[src/rtl/glitch_sequencer.sv]
// glitch_sequencer: arm/trigger driven multi-pulse glitch generator timed by a divided-clock tick
module glitch_sequencer #(
  parameter int CNT_BITS = 16,
  parameter int WIDTH_BITS = 8,
  parameter int REP_BITS = 4
) (
  input  logic                  clk,
  input  logic                  rst,
  input  logic                  tick_in,
  input  logic                  arm,
  input  logic                  abort,
  input  logic                  trigger,
  input  logic [CNT_BITS-1:0]   delay_ticks,
  input  logic [WIDTH_BITS-1:0] pulse_width,
  input  logic [CNT_BITS-1:0]   gap_ticks,
  input  logic [REP_BITS-1:0]   num_pulses,
  output logic                  glitch_out,
  output logic                  armed,
  output logic                  busy,
  output logic                  done
);
  typedef enum logic [2:0] {IDLE, ARMED, DELAY, PULSE, GAP, DONE} state_t;
  state_t state, state_n;
  logic tick_q, trig_q, tick, trig_edge;
  logic [CNT_BITS-1:0] cnt, cnt_n, delay_l, delay_n, gap_l, gap_n;
  logic [WIDTH_BITS-1:0] wcnt, wcnt_n, width_l, width_n;
  logic [REP_BITS-1:0] rem, rem_n;
  assign tick = tick_in & ~tick_q;
  assign trig_edge = trigger & ~trig_q;
  always_comb begin
    state_n = state;
    cnt_n = cnt;
    wcnt_n = wcnt;
    rem_n = rem;
    delay_n = delay_l;
    gap_n = gap_l;
    width_n = width_l;
    case (state)
      IDLE: if (arm) begin
        delay_n = delay_ticks;
        gap_n = gap_ticks | CNT_BITS'(~|gap_ticks);
        width_n = pulse_width | WIDTH_BITS'(~|pulse_width);
        rem_n = num_pulses;
        state_n = ~|num_pulses ? DONE : ARMED;
      end
      ARMED: if (trig_edge) begin
        state_n = ~|delay_l ? PULSE : DELAY;
        cnt_n = delay_l;
        wcnt_n = width_l;
      end
      DELAY, GAP: if (tick && |cnt) begin
        cnt_n = cnt - CNT_BITS'(1);
        if (cnt == CNT_BITS'(1)) begin
          state_n = PULSE;
          wcnt_n = width_l;
        end
      end
      PULSE: begin
        wcnt_n = |wcnt ? wcnt - WIDTH_BITS'(1) : wcnt;
        if (wcnt <= WIDTH_BITS'(1)) begin
          rem_n = |rem ? rem - REP_BITS'(1) : rem;
          state_n = rem > REP_BITS'(1) ? GAP : DONE;
          cnt_n = gap_l;
        end
      end
      DONE: state_n = IDLE;
      default: state_n = IDLE;
    endcase
    if (abort) begin
      state_n = IDLE;
      cnt_n = '0;
      wcnt_n = '0;
      rem_n = '0;
    end
  end
  // outputs are decoded from the next state so they switch on the same edge as the state
  always_ff @(posedge clk or posedge rst) begin
    if (rst) begin
      state <= IDLE;
      tick_q <= 1'b0;
      trig_q <= 1'b0;
      cnt <= '0;
      wcnt <= '0;
      rem <= '0;
      delay_l <= '0;
      gap_l <= '0;
      width_l <= '0;
      glitch_out <= 1'b0;
      armed <= 1'b0;
      busy <= 1'b0;
      done <= 1'b0;
    end else begin
      state <= state_n;
      tick_q <= tick_in;
      trig_q <= trigger;
      cnt <= cnt_n;
      wcnt <= wcnt_n;
      rem <= rem_n;
      delay_l <= delay_n;
      gap_l <= gap_n;
      width_l <= width_n;
      glitch_out <= state_n == PULSE;
      armed <= state_n == ARMED;
      busy <= state_n inside {DELAY, PULSE, GAP};
      done <= state_n == DONE;
    end
  end
endmodule

[config.mk]
export PLATFORM = sky130hd
export DESIGN_NAME = glitch_sequencer
export DESIGN_NICKNAME = d
export VERILOG_FILES = /design/src/rtl/glitch_sequencer.sv
export SDC_FILE = /design/constraint.sdc
export NUM_CORES = 1
export LEC_CHECK = 0
export BUFFER_PORTS_ARGS = -buffer_cell sky130_fd_sc_hd__buf_2
export CAP_MARGIN = 5
export CORE_MARGIN = 5
export CORE_UTILIZATION = 53
export DETAILED_ROUTE_END_ITERATION = 8
export GPL_TIMING_DRIVEN = 0
export PLACE_DENSITY = 0.78
export SETUP_SLACK_MARGIN = 0.1
export SLEW_MARGIN = 10
export SYNTH_ARGS = -nofsm -noshare
export SYNTH_HDL_FRONTEND = slang
export SYNTH_SLANG_ARGS = --single-unit
export TNS_END_PERCENT = 30
[constraint.sdc]
create_clock -name clk -period 2.2 [get_ports clk]
set_input_delay 0.22 -clock clk [delete_from_list [all_inputs] [get_ports clk]]
set_output_delay 0.22 -clock clk [all_outputs]
set_load 0.05 [all_outputs]
Yosys cells after proc, flatten, opt, wreduce, memory -nomap -nowiden:

Cells that the tools add are included.

* order comparisons: 2
* equal/unequal tests: 17
* muxes and demuxes: 26
* $add $sub $neg: 3
* bitwise logic cells: 6
* reductions and logical operators: 19

Operators with widths (count)
* 2-to-1 mux 16 bit: 4
* case mux 16 bit (3 select lines): 1
* OR reduction 16 bit: 3
* 2-to-1 mux 8 bit: 5
* case mux 8 bit (3 select lines): 1
* 2-to-1 mux 3 bit: 7
* != test 3 bit, second input constant: 7
* equality test 16 x 1 -> 1 bit, second input constant: 1
* 2-to-1 mux 4 bit: 4
* OR 16 x 1 -> 16 bit: 1
* OR reduction 8 bit: 2
* subtractor 16 x 1 -> 16 bit, second input constant: 1
* equality test 3 x 2 -> 1 bit, second input constant: 4
* case mux 3 bit (4 select lines): 1
* equality test 3 bit, second input constant: 3
* <= comparator 8 x 1 -> 1 bit, second input constant: 1
* OR 8 x 1 -> 8 bit: 1
* case mux 4 bit (2 select lines): 1
* AND reduction 4 bit: 2
* OR reduction 4 bit: 2
* subtractor 8 x 1 -> 8 bit, second input constant: 1
* equality test 3 x 1 -> 1 bit, second input constant: 2
* nonzero test 3 bit: 2
* AND reduction 5 bit: 1
* 11 further kinds: 15

* input port bits: 50
* logic and storage cells: 86
* output and inout port bits: 4
* flip-flop bits (word level): 77

Logic depth before layout (Yosys ltp):

* depth after elaboration: 8
* depth in mapped cells: 8
* gate-level depth less buffers: 7

Worst setup path before layout:

Ideal clock, no wire load.

* path kind: reg-to-reg
* from: register wcnt[4]
* to: register cnt[9]
* arrival: 2.025 ns
* setup time: 0.122 ns
* stages on the path, launching flop included: 8
* period minus slack after synthesis: 2.147 ns
* slack: 0.053 ns
* required time: 2.078 ns
* buffers on the path: 2
* cell sequence: dfrtp_1 > buf_6 > or4_4 > nor4_4 > o221a_2 > buf_6 > o211ai_1 > a32o_1

* longest elaborated chain between the ends: 3

RTL lines
* start: declaration: RTL line 26 `logic [WIDTH_BITS-1:0] wcnt, wcnt_n, width_l, width_n;`
* start signal: assignment: RTL line 97 `wcnt <= wcnt_n;`
* <= comparator 8 x 1 -> 1 bit: RTL line 60 `if (wcnt <= WIDTH_BITS'(1)) begin`
* != test 3 bit (no source line)
* AND reduction 4 bit (no source line)
* end signal: assignment: RTL line 96 `cnt <= cnt_n;`
* end: declaration: RTL line 25 `logic [CNT_BITS-1:0] cnt, cnt_n, delay_l, delay_n, gap_l, gap_n;`

Every way passes these cells.
A chain may end at the register's enable or synchronous reset.

Worst setup path after layout:

* from: register wcnt[4]
* to: register rem[0]

* longest elaborated chain between the ends: 3

RTL lines
* <= comparator 8 x 1 -> 1 bit: RTL line 60
* != test 3 bit (no source line)
* AND reduction 4 bit (no source line)
* end signal: assignment: RTL line 98 `rem <= rem_n;`
* end: declaration: RTL line 27 `logic [REP_BITS-1:0] rem, rem_n;`

Every way passes these cells.

==> summary.log <==
[synth] share of async-settable or async-resettable flops after synthesis 100%
[timing] fin worst setup slack -0.0530 ns
[synth] Synth Area in Adders 2.29%
[status] run status finished, violations left
[clock_tree] number of buffers created by CTS 9
[detailed_routing] via count normalized by instance count 7.02
[worst_setup_path] family with the most delay on the worst path simple AND/OR/NAND/NOR gates
[detailed_routing] Remaining DRCs 0
[die] starting density of the core 53.7%
[die] height of the die 101 µm
[grt] number of antenna violations at the first check in global routing 0
[timing] max-slew violation total from the final report 0
[timing] RSZ-0062 raised after global routing yes
[worst_setup_path] combined buffer and inverter count along the critical path 4
[placement] GPL Wtd Cong 0.972
[clock_tree] CTS tree built
[grt] total track usage 27.7%
[worst_setup_path] Worst path slowest cell sky130_fd_sc_hd__or4_4
[synth] Synth Cell Area 4370 µm²
[grt] wire length of the first global-routing pass 22.1 mm
[worst_setup_path] crit path kind reg -> reg
[hold_path] Hold Path Class in -> reg
[placement] quantity of I/O buffers inserted on ports 53
[synth] average cell area after synthesis 9.98 µm²
[synth] sequential cell area fraction in the yosys report 44.1%
[detailed_routing] violation count after the first detailed-route iteration 573
[power] ratio of total power to cell area 741 nW/µm²
[status] failing checks setup timing
[run] count of maximum capacitance violations 0
[synth] Synth top area share 44.1%
[worst_setup_path] required time of the critical path 2.48 ns
[synth] Area contributors post-synth sky130_fd_sc_hd__dfrtp_1, sky130_fd_sc_hd__mux2_2, sky130_fd_sc_hd__a21oi_1, sky130_fd_sc_hd__nand2_1, sky130_fd_sc_hd__nor4_1
[synth] area share of xor/xnor cells in the synthesized design 0.401%
[timing] Setup Viol. Count Final 3
[die] Core ar. 8130 µm²
[power] leakage power 2.29 nW
[synth] EDFF count, synth 0
[worst_setup_path] Max FO, Critical Path 8
[timing] measured slew at the worst slew-check pin 0.793 ns
[die] full die area 10200 µm²
[final_layout] most common library cell in the layout ignoring fill and taps sky130_fd_sc_hd__dfrtp_1
[worst_setup_path] series of cell instances along the critical path buf_6 -> or4_4 -> nor4_4 -> buf_4 -> buf_4 -> buf_6 -> a21oi_4 -> or3_1 -> a31oi_1
[detailed_routing] total detailed-routing wirelength 14.2 mm
[placement] HPWL reported at the end of detailed placement 9.46 mm
[clock_tree] depth of the CTS H-tree 3
[worst_setup_path] crit end category flop
[power] overall power consumption 4.18 mW
[grt] maximum number of pins on one net before global-route repair 33
[timing] worst hold margin 0.0105 ns
[clock_tree] Worst-Skew Late Latency 0.36 ns
[synth] share of the synthesized area in compound gates (AO/OA/AOI/OAI) 23.0%
[synth] Cell variety after synth 66
[timing] Final Skew 0.0154 ns
[worst_setup_path] Worst R2R Setup Slack -0.05 ns
[detailed_routing] DRT antenna net count 0
[power] worst voltage drop across the vdd grid 0.537 mV
[synth] net count of the mapped netlist 496
[detailed_routing] First-pass DRT Iterations 6
[timing] worst relative slew slack 47.1%
[worst_setup_path] kind of launch point of the worst setup path flop
[synth] dominant cell type by area after synthesis sky130_fd_sc_hd__dfrtp_1
[synth] Main synth FF type sky130_fd_sc_hd__dfrtp_1
[grt] number of global-route vias before repair 4271
[final_layout] final design utilization 69.3%
[synth] Seq cells post-synth 77
[synth] post-synthesis simple-gate area fraction 16.3%
[synth] mux contribution to synthesized area 9.53%
[die] horizontal die dimension 101 µm
[timing] final number of hold-violating endpoints 0
[grt] residual overflow from global routing 0
[synth] largest family of logic cells by synthesized area compound AO/OA/AOI/OAI gates
[clock_tree] clock edge transition at the registers on the reported setup and hold paths 0.09 ns
[die] number of placement rows 33
[final_layout] antenna diode count 0
[die] top-level port count 54
[final_layout] layout cells sized above 1 39.2%
[clock_tree] CTS Root Buffer Type sky130_fd_sc_hd__clkbuf_8
[placement] Place WS -0.345 ns
[timing] Max Fclk 444 MHz
[synth] cell count after synthesis 438
[detailed_routing] vias after detailed routing 4455
[worst_setup_path] Critical Path AT 2.53 ns
[worst_setup_path] Critical Path Max Stage Delay 0.54 ns
[detailed_routing] average wire length per cell after detail routing 22.4 µm
[clock_tree] Max Buffers Root-to-Sink 2
[final_layout] number of nets in the final layout 583
[final_layout] commonest cells after routing, fill and taps aside sky130_fd_sc_hd__dfrtp_1, sky130_fd_sc_hd__buf_2, sky130_fd_sc_hd__mux2_2
[final_layout] Layout area overhead 29.0%
[timing] fin crit share 102%
[clock_tree] number of sinks on the clock net 77
[synth] Synth Warn # 0
[timing] Period minus WS final 2.25 ns
==> sequential cells by signal, summed over array words and instances, names as in the netlist, 3 cells and up <==
name,count
width_l,8
delay_l,16
state,3
wcnt,8
rem,4
cnt,16
gap_l,16
==> where the power goes <==
part / internal, mW / total [mW] / switching (mW)
sequential: 1.60 / 1.81 / 0.209
combinational: 0.576 / 1.26 / 0.680
clock: 0.535 / 1.11 / 0.579
total: 2.71 / 4.18 / 1.47
==> path summary, 6_finish.rpt <==
| path | from | to | cells past startpoint |
|---|---|---|---|
| setup / recovery | wcnt[4] | rem[0] | 9 |
| hold / removal | trigger | trig_q | 1 |
| setup reg to reg | wcnt[4] | rem[0] | 9 |
| hold reg to reg | gap_l[8] | gap_l[8] | 1 |
| max in group asynchronous | rst | cnt[8] | 4 |
| min in group asynchronous | rst | width_l[6] | 3 |
==> through the flow <==
stage	TNS (ns)	area [µm²]	std cells
after global placement	-5.59	4770	596
after detailed placement	-9.53	4810	598
final	-0.0700	5640	635
after floorplan	0	4380	438
after CTS	0	5360	624
after global routing	-0.911	5640	635
==> logic make-up after synthesis <==
logic type	count (synthesis)
AND/OR/NAND/NOR	131
buffers and inverters	45
AO/OA/AOI/OAI	138
adder cells (fa/ha/maj)	8
XOR/XNOR	2
multiplexers	37
flip-flops	77
==> synth_stat cells, drive strengths merged (5+ instances only) <==
library cell  number
a22o               5
clkbuf            20
o211ai             6
o2111ai            9
nor3              16
nor4              18
nand2             29
a211oi             6
or4                7
buf               10
dfrtp             77
nand2b             5
inv               15
o22ai              9
ha                 8
o311ai             7
o31ai             12
nor2              26
mux2              37
o21ai             15
a221oi             5
nand3              5
a22oi              6
a21oi             30
==> per-layer routing <==
layer / wire (µm) / vias up / global-route usage [%]
li1: - / 1874 / -
met1: 5550 / 2182 / 37.5
met2: 6670 / 310 / 43.2
met3: 1350 / 89 / 6.37
met4: 635 / 0 / 11.0
met5: 0 / - / 0
==> layout make-up <==
type / instances / area, µm²
Buffer: 29 / 188
Clock buffer: 10 / 128
Clock inverter: 6 / 71.3
Fill cell: 578 / 2500
Inverter: 15 / 60.1
Multi-Input combinational cell: 316 / 2610
Sequential cell: 77 / 1930
Tap cell: 105 / 131
Timing Repair Buffer: 77 / 519
==> repair_timing <==
action,4_1_cts,5_1_grt
gates resized for setup,63,52
pin swaps,21,12
setup endpoints to repair,70,65
buffers inserted,7,11
hold endpoints to repair,17,0
hold buffers,2,0
gates cloned,2,0
No activity file was read; power rests on OpenSTA's default activity.
